==> src/rtl/pwm_bank.sv <==
// Bank of CHANNELS PWM generators with bus-written shadow on/off periods,
// per-channel enable/invert and a one-cycle period_done pulse at each boundary.
module pwm_bank #(
  parameter int unsigned          CHANNELS  = 4,
  parameter int unsigned          CNT_WIDTH = 16,
  parameter int unsigned          ADD_WIDTH = 6,
  parameter logic [ADD_WIDTH-1:0] CTRL_ADD  = 'h19,
  parameter logic [ADD_WIDTH-1:0] BASE_ADD  = 'h20
) (
  input  logic                 clock,
  input  logic                 reset,
  input  logic                 wr_en,
  input  logic [ADD_WIDTH-1:0] wr_add,
  input  logic [15:0]          wr_data,
  output logic [CHANNELS-1:0]  pwm_out,
  output logic [CHANNELS-1:0]  period_done
);

  typedef enum logic [1:0] {
    ST_IDLE,
    ST_ON,
    ST_OFF,
    ST_STALL
  } state_t;

  logic [CHANNELS-1:0]  en_q, en_d;
  logic [CHANNELS-1:0]  inv_q, inv_d;
  logic [CNT_WIDTH-1:0] on_sh_q   [CHANNELS];
  logic [CNT_WIDTH-1:0] on_sh_d   [CHANNELS];
  logic [CNT_WIDTH-1:0] off_sh_q  [CHANNELS];
  logic [CNT_WIDTH-1:0] off_sh_d  [CHANNELS];
  logic [CNT_WIDTH-1:0] on_act_q  [CHANNELS];
  logic [CNT_WIDTH-1:0] on_act_d  [CHANNELS];
  logic [CNT_WIDTH-1:0] off_act_q [CHANNELS];
  logic [CNT_WIDTH-1:0] off_act_d [CHANNELS];
  logic [CNT_WIDTH-1:0] cnt_q     [CHANNELS];
  logic [CNT_WIDTH-1:0] cnt_d     [CHANNELS];
  state_t               state_q   [CHANNELS];
  state_t               state_d   [CHANNELS];
  logic [CHANNELS-1:0]  raw_q, raw_d;
  logic [CHANNELS-1:0]  done_q, done_d;
  logic [CHANNELS-1:0]  reload;

  // Register file: control wins if it ever aliases a channel address.
  always_comb begin
    en_d  = en_q;
    inv_d = inv_q;
    if (wr_en && (wr_add == CTRL_ADD)) begin
      en_d  = wr_data[CHANNELS-1:0];
      inv_d = wr_data[8 +: CHANNELS];
    end
    for (int c = 0; c < CHANNELS; c++) begin
      on_sh_d[c]  = on_sh_q[c];
      off_sh_d[c] = off_sh_q[c];
      if (wr_en && (wr_add != CTRL_ADD)) begin
        if (wr_add == (BASE_ADD + ADD_WIDTH'(2 * c)))
          on_sh_d[c] = wr_data[CNT_WIDTH-1:0];
        if (wr_add == (BASE_ADD + ADD_WIDTH'(2 * c + 1)))
          off_sh_d[c] = wr_data[CNT_WIDTH-1:0];
      end
    end
  end

  // Per-channel sequencer; raw output lags the phase state by one edge.
  always_comb begin
    for (int c = 0; c < CHANNELS; c++) begin
      state_d[c]   = state_q[c];
      cnt_d[c]     = cnt_q[c];
      on_act_d[c]  = on_act_q[c];
      off_act_d[c] = off_act_q[c];
      reload[c]    = 1'b0;
      done_d[c]    = 1'b0;
      raw_d[c]     = en_q[c] && (state_q[c] == ST_ON);
      if (!en_q[c]) begin
        state_d[c] = ST_IDLE;
      end else begin
        case (state_q[c])
          ST_ON: begin
            if (cnt_q[c] != '0) begin
              cnt_d[c] = cnt_q[c] - CNT_WIDTH'(1);
            end else if (off_act_q[c] != '0) begin
              state_d[c] = ST_OFF;
              cnt_d[c]   = off_act_q[c] - CNT_WIDTH'(1);
            end else begin
              reload[c] = 1'b1;
              done_d[c] = 1'b1;
            end
          end
          ST_OFF: begin
            if (cnt_q[c] != '0) begin
              cnt_d[c] = cnt_q[c] - CNT_WIDTH'(1);
            end else begin
              reload[c] = 1'b1;
              done_d[c] = 1'b1;
            end
          end
          default: reload[c] = 1'b1;
        endcase
        // Boundary, idle start and stall all pick the next phase from shadow.
        if (reload[c]) begin
          on_act_d[c]  = on_sh_q[c];
          off_act_d[c] = off_sh_q[c];
          if (on_sh_q[c] != '0) begin
            state_d[c] = ST_ON;
            cnt_d[c]   = on_sh_q[c] - CNT_WIDTH'(1);
          end else if (off_sh_q[c] != '0) begin
            state_d[c] = ST_OFF;
            cnt_d[c]   = off_sh_q[c] - CNT_WIDTH'(1);
          end else begin
            state_d[c] = ST_STALL;
          end
        end
      end
    end
  end

  always_ff @(posedge clock or posedge reset) begin
    if (reset) begin
      en_q   <= '0;
      inv_q  <= '0;
      raw_q  <= '0;
      done_q <= '0;
      for (int c = 0; c < CHANNELS; c++) begin
        on_sh_q[c]   <= '0;
        off_sh_q[c]  <= '0;
        on_act_q[c]  <= '0;
        off_act_q[c] <= '0;
        cnt_q[c]     <= '0;
        state_q[c]   <= ST_IDLE;
      end
    end else begin
      en_q   <= en_d;
      inv_q  <= inv_d;
      raw_q  <= raw_d;
      done_q <= done_d;
      for (int c = 0; c < CHANNELS; c++) begin
        on_sh_q[c]   <= on_sh_d[c];
        off_sh_q[c]  <= off_sh_d[c];
        on_act_q[c]  <= on_act_d[c];
        off_act_q[c] <= off_act_d[c];
        cnt_q[c]     <= cnt_d[c];
        state_q[c]   <= state_d[c];
      end
    end
  end

  assign pwm_out     = raw_q ^ inv_q;
  assign period_done = done_q;

endmodule

==> config.mk <==
export PLATFORM = sky130hd
export DESIGN_NAME = pwm_bank
export DESIGN_NICKNAME = d
export VERILOG_FILES = /design/src/rtl/pwm_bank.sv
export SDC_FILE = /design/constraint.sdc
export NUM_CORES = 1
export LEC_CHECK = 0
export ABC_AREA = 1
export CAP_MARGIN = 15
export CORE_MARGIN = 3
export CORE_UTILIZATION = 40
export CTS_CLUSTER_DIAMETER = 100
export DETAILED_ROUTE_END_ITERATION = 16
export PLACE_DENSITY = 0.55
export RECOVER_POWER = 25
export SKIP_LAST_GASP = 1
export SYNTH_ARGS = -nofsm -noshare
export SYNTH_HDL_FRONTEND = slang
export SYNTH_SLANG_ARGS = --single-unit
==> constraint.sdc <==
create_clock -name clock -period 11.2 [get_ports clock]
set_clock_uncertainty 0.2 [all_clocks]
set_input_delay 1.12 -clock clock [delete_from_list [all_inputs] [get_ports clock]]
set_output_delay 1.12 -clock clock [all_outputs]
set_load 0.01 [all_outputs]
# Word level (Yosys, flattened, before mapping)
# Index checks and enable logic that the tools add are counted.
word_totals:
  regBits: 280
  in_bits: 25
  output_inout_bits: 8
  elab_cells: 193
op_classes:
  n_addsub: 16
  n_eq_ne: 30
  n_mux: 84
  bitwise_logic: 1
  n_reduce_logical: 38
op_table:
  columns: ["cell", "count"]
  rows:
  - ["16-bit 2-to-1 mux", 24]
  - ["16-bit nonzero test", 16]
  - ["16-bit by 1-bit subtractor with 16-bit output, second input constant", 16]
  - ["16-bit one-hot mux with 2 select lines", 4]
  - ["6-bit equality test, second input constant", 8]
  - ["2-bit 2-to-1 mux", 24]
  - ["1-bit 2-to-1 mux", 24]
  - ["3-bit by 1-bit != test with 1-bit output, second input constant", 8]
  - ["2-bit AND reduction", 12]
  - ["1-bit one-hot mux with 2 select lines", 8]
  - ["3-bit by 2-bit != test with 1-bit output, second input constant", 4]
  - ["3-bit AND reduction", 4]
  - ["2-bit by 1-bit equality test with 1-bit output, second input constant", 4]
  - ["2-bit equality test, second input constant", 4]
  - ["6-bit by 5-bit equality test with 1-bit output, second input constant", 1]
  - ["1-bit logical AND", 6]
  - ["6-bit by 5-bit != test with 1-bit output, second input constant", 1]
  - ["4-bit bitwise XOR", 1]

# Depth between registers and ports, before layout
# Gate-level depths: netlist (run 1).
logic_depth:
  ltp_word: 7
  ltp_mapped: 18
  depth_no_buf: 18

# Worst setup path after synthesis (run 1)
# No wires, ideal clock.
synth_path:
  path_kind: "input port to flip-flop"
  startpoint: "input port wr_add[3]"
  endpoint: "register on_sh_q[28] in the netlist's numbering"
  setup_time_ns: 0.132
  arrival_ns: 2.011
  required_ns: 10.868
  setup_slack_ns: 8.858
  cell_stages: 5
  path_buffers: 1
  path_cell_list: "nor3b_2 -> nand3_1 -> clkbuf_1 -> nand2_1 -> o21ai_0"
synth_between:
  elab_chain_len: 3
  word_cells_on_any_way: 4
  classes_between: "eq/ne: 2; reduce/logical: 2"
synth_rtl:
  columns: ["element", "line_no", "text"]
  rows:
  - ["start: declaration", "13", "input logic [ADD_WIDTH-1:0] wr_add,"]
  - ["6-bit by 5-bit != test with 1-bit output", "55", "if (wr_en && (wr_add != CTRL_ADD)) begin"]
  - ["1-bit logical AND", "55", null]
  - ["2-bit AND reduction (no source line) (*)", null, null]
  - ["end signal: indexed assignment", "137", "on_sh_q[c] <= on_sh_d[c];"]
  - ["end: declaration", "28", "logic [CNT_WIDTH-1:0] on_sh_q [CHANNELS];"]
# Every way passes the cells marked *; elsewhere a longest branch is shown, timed or not.
# A chain may end at the register's enable or synchronous reset.

==> metrics.md, run 1 <==
| Metric | Value |
|---|---|
| CP Depth | `4` |
| Setup crit end kind | `asynchronous set/reset pin` |
| CTS max path bufs | `3` |
| WS Path Type | `input pin to asynchronous set/reset pin` |
| Simple-gate portion of the synthesized area | `approximately a third` |
| Antenna violations before repair | `2` |
| Detail Route Antenna Nets | `0` |
| Synth cell types | `between 50 and 60` |
| Number of max-cap violations | `1` |
| CTS Hold Bufs | `0` |
| Sink Count | `280` |
| Register area share after synthesis | `a little over a third` |
| Vias per cell | `5.296` |
| Synth Area in XOR/XNOR | `5.204%` |
| Min Tclk post-route | `roughly 6 ns` |
| Buffers on Ports | `32` |
| Total global routing track utilization | `~25%` |
| Failing checks | `max-capacitance violations, max-slew violations` |
| Compound-Gate Fraction of Synth Area | `between 10 and 15%` |
| CP Buf/Inv Count | `4` |
| Final nets | `3050` |
| Mean Syn Cell Area | `around 6.6 um2` |
| Cts repair resizes | `0` |
| Clock Pin Slew Worst Setup and Hold Paths | `approximately 0.06 ns` |
| Ports | `33` |
| Slowest cell on crit path | `clkinvlp_2` |
| Finished Cell Area | `about 22000 um2` |
| Sequential power share | `between 30% and 40%` |
| DP Cell Count | `about 3600` |
| Net Sw Frac | `between 40% and 50%` |
| Core box area | `a little under 50000 um2` |
| Total grt overflow | `0` |
| Hpwl dp | `roughly 49000 um` |
| Proportion of synthesized area in mux cells | `0%` |
| Ys Warns | `0` |
| Worst EP required | `11.60 ns` |
| Met1 Use GR | `between 30% and 40%` |
| Design Power | `5068 uW` |
| Cell mode on critical path | `buf_4` |
| Die width | `around 230 um` |
| Crit-path max cell delay | `about 3 ns` |
| Tcrit/Tclk final | `about 54%` |
| Synth Register Bits | `280` |
| Clk pwr share | `22.6%` |
| Startpoint Class | `input pin` |
| Slew HR | `-266.9%` |
| Pwr/cell area | `~230 nW/um2` |
| WL final | `between 60000 and 70000 um` |
| Num CTS Buffers | `34` |
| Final setup viols | `0` |
| Setup TNS | `0 ns` |
| WL per Instance | `about 18 um` |
| Crit-path cells | `dlygate4sd3_1 -> clkinvlp_2 -> buf_4 -> buf_4` |
| Peak supply drop | `approximately 0.00011 V` |
| Largest family of logic cells by synthesized area | `simple AND/OR/NAND/NOR gates` |
| Vias | `between 15000 and 20000` |
| GRT Max-Usage Layer | `met2` |
| RSZ-0062 raised after global routing | `no` |
| Fin. max-slew vios | `~120` |
| Worst Path Max Fanout | `118` |
| Setup ws final | `about 5.2 ns` |
| DP Area | `20710 um2` |
| Worst R2R Path Depth | `13` |
| Synthesis-to-layout area growth | `10.02%` |
| Hold Path Class | `flip-flop to flip-flop` |
| GR Layer Usage met2 | `39.04%` |
| Global-route wire length before repair | `103200 um` |
| Min-Delay Path Depth | `2` |
| Non-Filler Instances | `~3700` |
| Crit path max-delay family | `buffers and inverters` |
| Status | `finished with violations` |
| Internal power | `~2700 uW` |
| Final Hold Viols | `0` |
| Fmax | `around 170 MHz` |
| Sw Pwr | `between 2000 and 2500 uW` |
| Pre-CTS setup slack | `between 7 and 8 ns` |
| Vias in the first global route | `~18000` |
| Share of layout cells above drive strength 1 | `about 5.1%` |
| Slew @ Worst Pin | `approximately 5.5 ns` |
| Row cnt | `between 80 and 90` |
| Post-Syn Area | `about 20000 um2` |
| Filler Cells Inserted | `5209` |
| DRT Pass-1 Iters | `6` |
| # Post-CTS Setup Buffers | `0` |
| Initial Utilization | `a little over 40%` |
| TritonCTS clock tree | `built` |
| Worst skew pair latency | `around 0.53 ns` |
| Initial DRC count | `approximately 1700` |
| Cells after Synth | `about 3000` |
| Drt drc | `0` |
| CTS Root Cell | `clkbuf_16` |
| Pleak | `roughly 0.011 uW` |
| Post-Synth Adder-Cell Area | `2.016%` |
| Vert. Die Dim | `between 200 and 250 um` |
| Routability cong. | `between 0.9 and 1` |
| GRT met3 Usage | `around 3%` |
| Die area | `52360 um2` |
| Largest net degree at the start of global routing | `~120` |
| Syn Nets | `about 3100` |
| Arrival time worst endpoint | `between 6 and 7 ns` |
| Logic pwr share | `approximately 46%` |
| Htree depth | `2` |
final timing paths:
| path | from | end | slack (ns) |
|---|---|---|---|
| min in group asynchronous | reset | on_sh_q[21] | 2.56 |
| max | reset | off_sh_q[37] | 5.19 |
| min reg2reg | cnt_q[29] | cnt_q[29] | 0.28 |
| max in group clock | cnt_q[48] | cnt_q[56] | 7.40 |
| max reg2reg | cnt_q[48] | cnt_q[56] | 7.40 |
| min | cnt_q[29] | cnt_q[29] | 0.28 |
registers in the layout (all words and copies together) (netlist names):
register / cells
inv_q: 4
off_sh_q: 64
period_done: 4
state_q: 8
en_q: 4
on_sh_q: 64
cnt_q: 64
off_act_q: 64
raw_q: 4
worst register-to-register path, cell delays in order, from the launching register on:
cell and delay (ns):
dfrtp_1 0.44, inv_1 0.19, ha_1 0.18, nand2_1 0.06, inv_1 0.09, nand3_2 0.30
inv_1 0.58, nand3_1 0.17, nand3_2 0.30, nand2_2 0.33, inv_2 0.39, nand3_1 0.24
o21ai_0 0.13, a21oi_1 0.06
layout by cell type, fill, tap and decap left out, types with 4 or more instances in the layout:
cell type        netlist  routed
o22ai_1               11      11
or2_2                 15      15
nor2_4                 6       6
a22oi_1                8       8
nand2_4                6       6
a21oi_1              100     100
inv_2                 13      12
nor4_1                11      11
inv_1                352     352
nor3_2                 5       5
o21ai_1               30      30
buf_4                  6       4
clkinv_2               1       7
bufinv_16              0       4
clkdlybuf4s50_1        0      26
clkbuf_16              0      35
ha_1                  32      32
nor3_1                46      46
clkbuf_8               0       5
a31oi_1                7       7
o21ai_2                5       4
nand2_2               11      10
nand4_1               38      38
nor2_2                17      17
dlygate4sd3_1          0       6
nor2_1               351     351
xnor2_1               20      20
o31ai_1                4       4
o21ai_0              303     304
xor2_1                98      98
nand3_2                7       7
nand2_1              837     838
nand3_1              242     242
dfrtp_1              280     280
o211ai_1              22      22
per-stage QoR:
stage	utilization, %	hold WS, ns
after global placement	42.31	0.2702
after global routing	44.63	0.3039
final	44.64	0.2786
after detailed placement	42.31	0.2709
after CTS	44.66	0.2856
after floorplan	-	0.2488
cells in the mapped netlist (all sizes together):
| master | count | share of area [%] |
|---|---|---|
| a211oi | 1 | 0.038 |
| a21boi | 2 | 0.076 |
| a21o | 1 | 0.038 |
| a21oi | 100 | 2.5 |
| a221oi | 1 | 0.044 |
| a22oi | 8 | 0.30 |
| a311oi | 1 | 0.044 |
| a31o | 1 | 0.044 |
| a31oi | 7 | 0.22 |
| a32oi | 3 | 0.13 |
| and2 | 4 | 0.13 |
| and3 | 3 | 0.095 |
| buf | 25 | 0.77 |
| clkbuf | 49 | 0.93 |
| clkinv | 4 | 0.082 |
| dfrtp | 280 | 35 |
| ha | 32 | 2.0 |
| inv | 365 | 6.9 |
| nand2 | 854 | 17 |
| nand3 | 250 | 6.5 |
| nand3b | 4 | 0.17 |
| nand4 | 40 | 1.3 |
| nor2 | 375 | 7.6 |
| nor3 | 53 | 1.6 |
| nor3b | 1 | 0.063 |
| nor4 | 13 | 0.47 |
| o2111ai | 3 | 0.13 |
| o211ai | 23 | 0.94 |
| o21a | 1 | 0.038 |
| o21ai | 338 | 8.6 |
| o21bai | 2 | 0.076 |
| o22ai | 11 | 0.35 |
| o311ai | 1 | 0.044 |
| o31ai | 4 | 0.15 |
| o32ai | 1 | 0.044 |
| or2 | 16 | 0.50 |
| xnor2 | 20 | 0.88 |
| xor2 | 98 | 4.3 |
cells by family after synthesis:
family,Yosys count
AOI/OAI and AO/OA,509
buffers and inverters,443
and+or+nand+nor,1613
xor gates and xnor gates,118
DFF,280
adders and majority gates,32
per-layer routing:
layer | share of wire (%) | vias to the layer above
met5 | 0 | -
met4 | 2.5 | 0
met3 | 5.3 | 94
met2 | 45 | 559
met1 | 47 | 9154
li1 | - | 9683
power by group through the flow:
stage	Combinational [uW]	Clock [uW]	Sequential (uW)
detailed placement	2290	0	1620
finish	2310	1150	1610
global placement	2270	0	1620
CTS	2300	1180	1610
global route	2640	1220	1650
floorplan	1760	0	1490
area by class of cell:
class	instances	area [um2]	share of cell area, %
Clock inverter	15	191.4	0.8761
Inverter	369	1388	6.351
Timing Repair Buffer	36	350.3	1.603
Sequential cell	280	7007	32.07
Tap cell	664	830.8	3.802
Multi-Input combinational cell	2272	11120	50.91
Clock buffer	43	955.9	4.375
Antenna cell	1	2.502	0.01145
Power figures use the tool's default switching activity.
==> run 2, diff against run 1 <==
clock period = 5.75 ns   (was 11.2 ns; I/O delays follow)
==> metrics.md, run 2 (same netlist as run 1, synthesis figures left out) <==
| Metric | Value |
|---|---|
| Pwr/cell area | `around 460 nW/um2` |
| Die area | `around 52000 um2` |
| Largest net degree at the start of global routing | `roughly 160` |
| Slew HR | `-77.86%` |
| Setup crit end kind | `flip-flop` |
| Drt drc | `0` |
| Hpwl dp | `roughly 49000 um` |
| Fin. max-slew vios | `47` |
| Worst skew pair latency | `roughly 0.54 ns` |
| CTS Root Cell | `clkbuf_16` |
| Die width | `approximately 230 um` |
| Final nets | `3051` |
| CTS Hold Bufs | `0` |
| Antenna violations before repair | `1` |
| Startpoint Class | `flip-flop` |
| Final core utilization | `44.77%` |
| Filler Cells Inserted | `approximately 5100` |
| Row cnt | `81` |
| Final setup viols | `0` |
| Detail Route Antenna Nets | `0` |
| Synthesis-to-layout area growth | `10.34%` |
| Num CTS Buffers | `35` |
| Initial Utilization | `between 40 and 50%` |
| Buffers on Ports | `32` |
| Global-route wire length before repair | `105500 um` |
| Routability cong. | `~0.97` |
| Pleak | `roughly 0.011 uW` |
| Min Tclk post-route | `3.595 ns` |
| Share of layout cells above drive strength 1 | `5.204%` |
| Vias per cell | `around 5.3` |
| Setup TNS | `0 ns` |
| Final Hold Viols | `0` |
| CTS max path bufs | `3` |
| Cts repair resizes | `0` |
| Most common cell after layout, fill and taps aside | `nand2_1` |
| Fmax | `about 280 MHz` |
| Vias | `between 15000 and 20000` |
| Arrival time worst endpoint | `between 3 and 4 ns` |
| Worst Path Max Fanout | `33` |
| Status | `finished with violations` |
| Sink Count | `280` |
| RSZ-0062 raised after global routing | `no` |
| WL per Instance | `~18 um` |
| Total global routing track utilization | `around a quarter` |
| WL final | `~65000 um` |
| Total grt overflow | `0` |
| Hold Path Class | `input pin to asynchronous set/reset pin` |
| Worst EP required | `6.01 ns` |
| Ports | `33` |
| Initial DRC count | `1714` |
| Number of max-cap violations | `1` |
| Slew @ Worst Pin | `around 2.7 ns` |
| Vert. Die Dim | `228.8 um` |
| # Post-CTS Setup Buffers | `0` |
| Clock Pin Slew Worst Setup and Hold Paths | `0.06 ns` |
| Commonest non-fill, non-tap cells in the layout | `837 x nand2_1, 351 x inv_1, 351 x nor2_1` |
| DRT Pass-1 Iters | `6` |
| Failing checks | `max-capacitance violations, max-slew violations` |
| Vias in the first global route | `approximately 19000` |
| WS Path Type | `flip-flop to flip-flop` |
| Tcrit/Tclk final | `between 60% and 70%` |
| Htree depth | `2` |
| TritonCTS clock tree | `built` |
| Core box area | `about 49000 um2` |
| Peak supply drop | `~0.00017 V` |
## run 2: final cells by class
class / count / area (um2) / share of cell area [%]
repair buffers: 36 / 359.1 / 1.639
well taps: 664 / 830.8 / 3.791
multi-input cells: 2272 / 11130 / 50.79
flip-flops and latches: 280 / 7007 / 31.97
clock buffers: 48 / 1027 / 4.687
inverters: 369 / 1388 / 6.332
clock inverters: 12 / 170.2 / 0.7765
diodes: 1 / 2.502 / 0.01142
## run 2: layer usage
metal | wire length [um] | track usage, % | share of wire, %
met3 | 3257 | 2.692 | 5.0
met1 | 30770 | 35.70 | 47
met5 | 0 | 0 | 0
met2 | 29410 | 40.14 | 45
met4 | 1742 | 7.608 | 2.7
## run 2: path summary, 6_finish.rpt
check,startpoint,end,cells after the start,slack [ns]
min reg2reg,off_act_q[33],off_act_q[33],2,0.28
min in group clock,off_act_q[33],off_act_q[33],2,0.28
max in group asynchronous,reset,on_sh_q[30],3,2.30
max reg2reg,cnt_q[32],cnt_q[45],14,2.15
min,reset,off_sh_q[50],2,0.23
max,cnt_q[32],cnt_q[45],14,2.15
## run 2: stage by stage
step	hold slack (ns)	total power, uW	cells	instance area (um2)	setup WS, ns
2_1_floorplan	0.2488	6320	2995	19860	1.268
3_3_place_gp	0.2696	7632	3621	20720	2.331
3_5_place_dp	0.2751	7642	3621	20720	2.230
4_1_cts	0.06407	10030	3681	21920	2.214
5_1_grt	0.2528	10860	3681	21910	1.714
6_report	0.2338	10000	3682	21910	2.155
## run 2: critical path, cell delays in order, from the launching register on
cell	delay, ns
dfrtp_1	0.44
inv_1	0.20
ha_1	0.24
nand3_1	0.09
nor2_1	0.09
nand2_1	0.26
inv_1	0.41
nand3_1	0.15
o21ai_2	0.13
inv_2	0.09
nand2_4	0.18
nand2_4	0.26
inv_1	0.41
nand4_1	0.23
nand3_1	0.14
## run 2: report_power, final
| part | switching (uW) | internal, uW | total, uW |
|---|---|---|---|
| registers | 685 | 2450 | 3130 |
| logic | 3040 | 1510 | 4540 |
| clock network | 900 | 1430 | 2330 |
| total | 4620 | 5380 | 10000 |
==> edit, RTL diff (settings of run 1) <==
Add an input register stage for `wr_en`, `wr_add` and `wr_data`, cleared by the reset; this delays them by one clock.
--- a/src/rtl/pwm_bank.sv
+++ b/src/rtl/pwm_bank.sv
@@ -23,6 +23,22 @@
     ST_STALL
   } state_t;
 
+  logic wr_en_q;
+  logic [ADD_WIDTH-1:0] wr_add_q;
+  logic [15:0] wr_data_q;
+
+  always_ff @(posedge clock or posedge reset) begin
+    if (reset) begin
+      wr_en_q   <= '0;
+      wr_add_q  <= '0;
+      wr_data_q <= '0;
+    end else begin
+      wr_en_q   <= wr_en;
+      wr_add_q  <= wr_add;
+      wr_data_q <= wr_data;
+    end
+  end
+
   logic [CHANNELS-1:0]  en_q, en_d;
   logic [CHANNELS-1:0]  inv_q, inv_d;
   logic [CNT_WIDTH-1:0] on_sh_q   [CHANNELS];
@@ -45,18 +61,18 @@
   always_comb begin
     en_d  = en_q;
     inv_d = inv_q;
-    if (wr_en && (wr_add == CTRL_ADD)) begin
-      en_d  = wr_data[CHANNELS-1:0];
-      inv_d = wr_data[8 +: CHANNELS];
+    if (wr_en_q && (wr_add_q == CTRL_ADD)) begin
+      en_d  = wr_data_q[CHANNELS-1:0];
+      inv_d = wr_data_q[8 +: CHANNELS];
     end
     for (int c = 0; c < CHANNELS; c++) begin
       on_sh_d[c]  = on_sh_q[c];
       off_sh_d[c] = off_sh_q[c];
-      if (wr_en && (wr_add != CTRL_ADD)) begin
-        if (wr_add == (BASE_ADD + ADD_WIDTH'(2 * c)))
-          on_sh_d[c] = wr_data[CNT_WIDTH-1:0];
-        if (wr_add == (BASE_ADD + ADD_WIDTH'(2 * c + 1)))
-          off_sh_d[c] = wr_data[CNT_WIDTH-1:0];
+      if (wr_en_q && (wr_add_q != CTRL_ADD)) begin
+        if (wr_add_q == (BASE_ADD + ADD_WIDTH'(2 * c)))
+          on_sh_d[c] = wr_data_q[CNT_WIDTH-1:0];
+        if (wr_add_q == (BASE_ADD + ADD_WIDTH'(2 * c + 1)))
+          off_sh_d[c] = wr_data_q[CNT_WIDTH-1:0];
       end
     end
   end
Behaviour: not the same (Yosys sat finds a counterexample within 4 cycles, from zero or initial values and one cycle with reset high).
==> edit against run 1 <==
  * The flow still finishes with violations (max-capacitance violations, max-slew violations)
  * Area after synthesis increased by 4.8%
  * Sequential share of layout area grew 1.0 points
  * Total power increased by 6.7%
  * Routed wire length up 3.9%
  * Sequential cell count grew 23
  * Count of clock-buffer cells in the layout rose by 9
  * Cell area increased by 4.9%
  * Setup slack improved by 0.24 ns
  * Critical path type unchanged
==> edit: results (changes against run 1) <==
critical path arrival 6.14 ns (was 6.41 ns); Worst VDD drop 0.119 mV (was 0.113 mV); top cells by count, synth nand2_1, inv_1, nor2_1, o21ai_0, dfrtp_1 (unchanged); share of post-route cells with drive strength above 1 0.0556 (was 0.0514); Cell Count Post-Placement 3755 (was 3621); CP endpoint off_sh_q[35] (was off_sh_q[37]); Synth Area in Compound Gates 0.135 (was 0.138); met3 wire len 3340 microns (was 3440 microns); Data buffer area share 0.0156 (was 0.0160); slew margin rel. -2.11 (was -2.67); drt total wl 67000 microns (was 64600 microns); multi-input logic area 0.0114 sq mm (was 0.0111 sq mm); Max Fanout on Critical Path 104 (was 118); pwr dens 236 mW/mm^2 (was 232 mW/mm^2); total of max-cap violations 1 (unchanged); post-synthesis sequential area ratio 0.364 (was 0.353); worst hold margin 0.290 ns (was 0.279 ns); sw frac 0.462 (about the same); Final nets 3181 (was 3050); first-pass GRT wire length 108000 microns (was 103000 microns); outcome finished with violations (unchanged); met2 WL post-DR 30700 microns (was 29100 microns); area grow syn2layout 10.1% (was 10.0%); xor/xnor share of the synthesized area 0.0408 (was 0.0520); initial antenna violation count 1 (was 2); failing checks max-capacitance violations, max-slew violations (unchanged); max-slew violation count 105 (was 119); clock network area share 0.0561 (was 0.0525); First DRT Iteration DRCs 1611 (was 1666); Sw Pwr 2.50 mW (was 2.34 mW); Reg2Reg Depth 8 (was 13); fillers 5362 (was 5209); power in combinational cells 2.44 mW (was 2.31 mW); ANT cells 0 (was 1); HPWL Detailed 50500 microns (was 49100 microns); Synth cell types 60 (was 58); Routability Congestion 0.915 (was 0.963); vias 20400 (was 19500); wl on met1 31900 microns (was 30400 microns); Buffers excl. clock 37 (was 36); Area after DPL 0.0217 sq mm (was 0.0207 sq mm); top post-synthesis cells by area dfrtp_1, nand2_1, o21ai_0 (unchanged)
edit: cell count changes after synthesis, sizes merged, moves of 5 or more:
| cell | run 1 | this run |
|---|---|---|
| nand3 | 250 | 257 |
| nand3b | 4 | 11 |
| nor3 | 53 | 45 |
| dfrtp | 280 | 303 |
| xor2 | 98 | 77 |
| inv | 365 | 390 |
| nor4 | 13 | 6 |
| nand2 | 854 | 919 |
| o21ai | 338 | 361 |
| or2 | 16 | 11 |
| nand4 | 40 | 52 |
| nor2 | 375 | 381 |
edit: per-layer routing:
layer,track usage,up-vias
met4,0.0520,0
met5,0,-
met2,0.400,531
met3,0.0283,70
li1,-,10100
met1,0.356,9689
edit: cells by family (layout without fill, tap and decap cells):
logic type	count (synthesis)	count (layout)
flops	303	303
simple gates	1690	1690
compound gates	527	527
fa+ha+maj	34	34
xor+xnor	97	97
buf+inv	467	499
edit: tightest hold or removal path: stages, from the launching register on:
cell,delay (ns)
dfrtp_1,0.34
nand2_1,0.05
o21ai_0,0.06
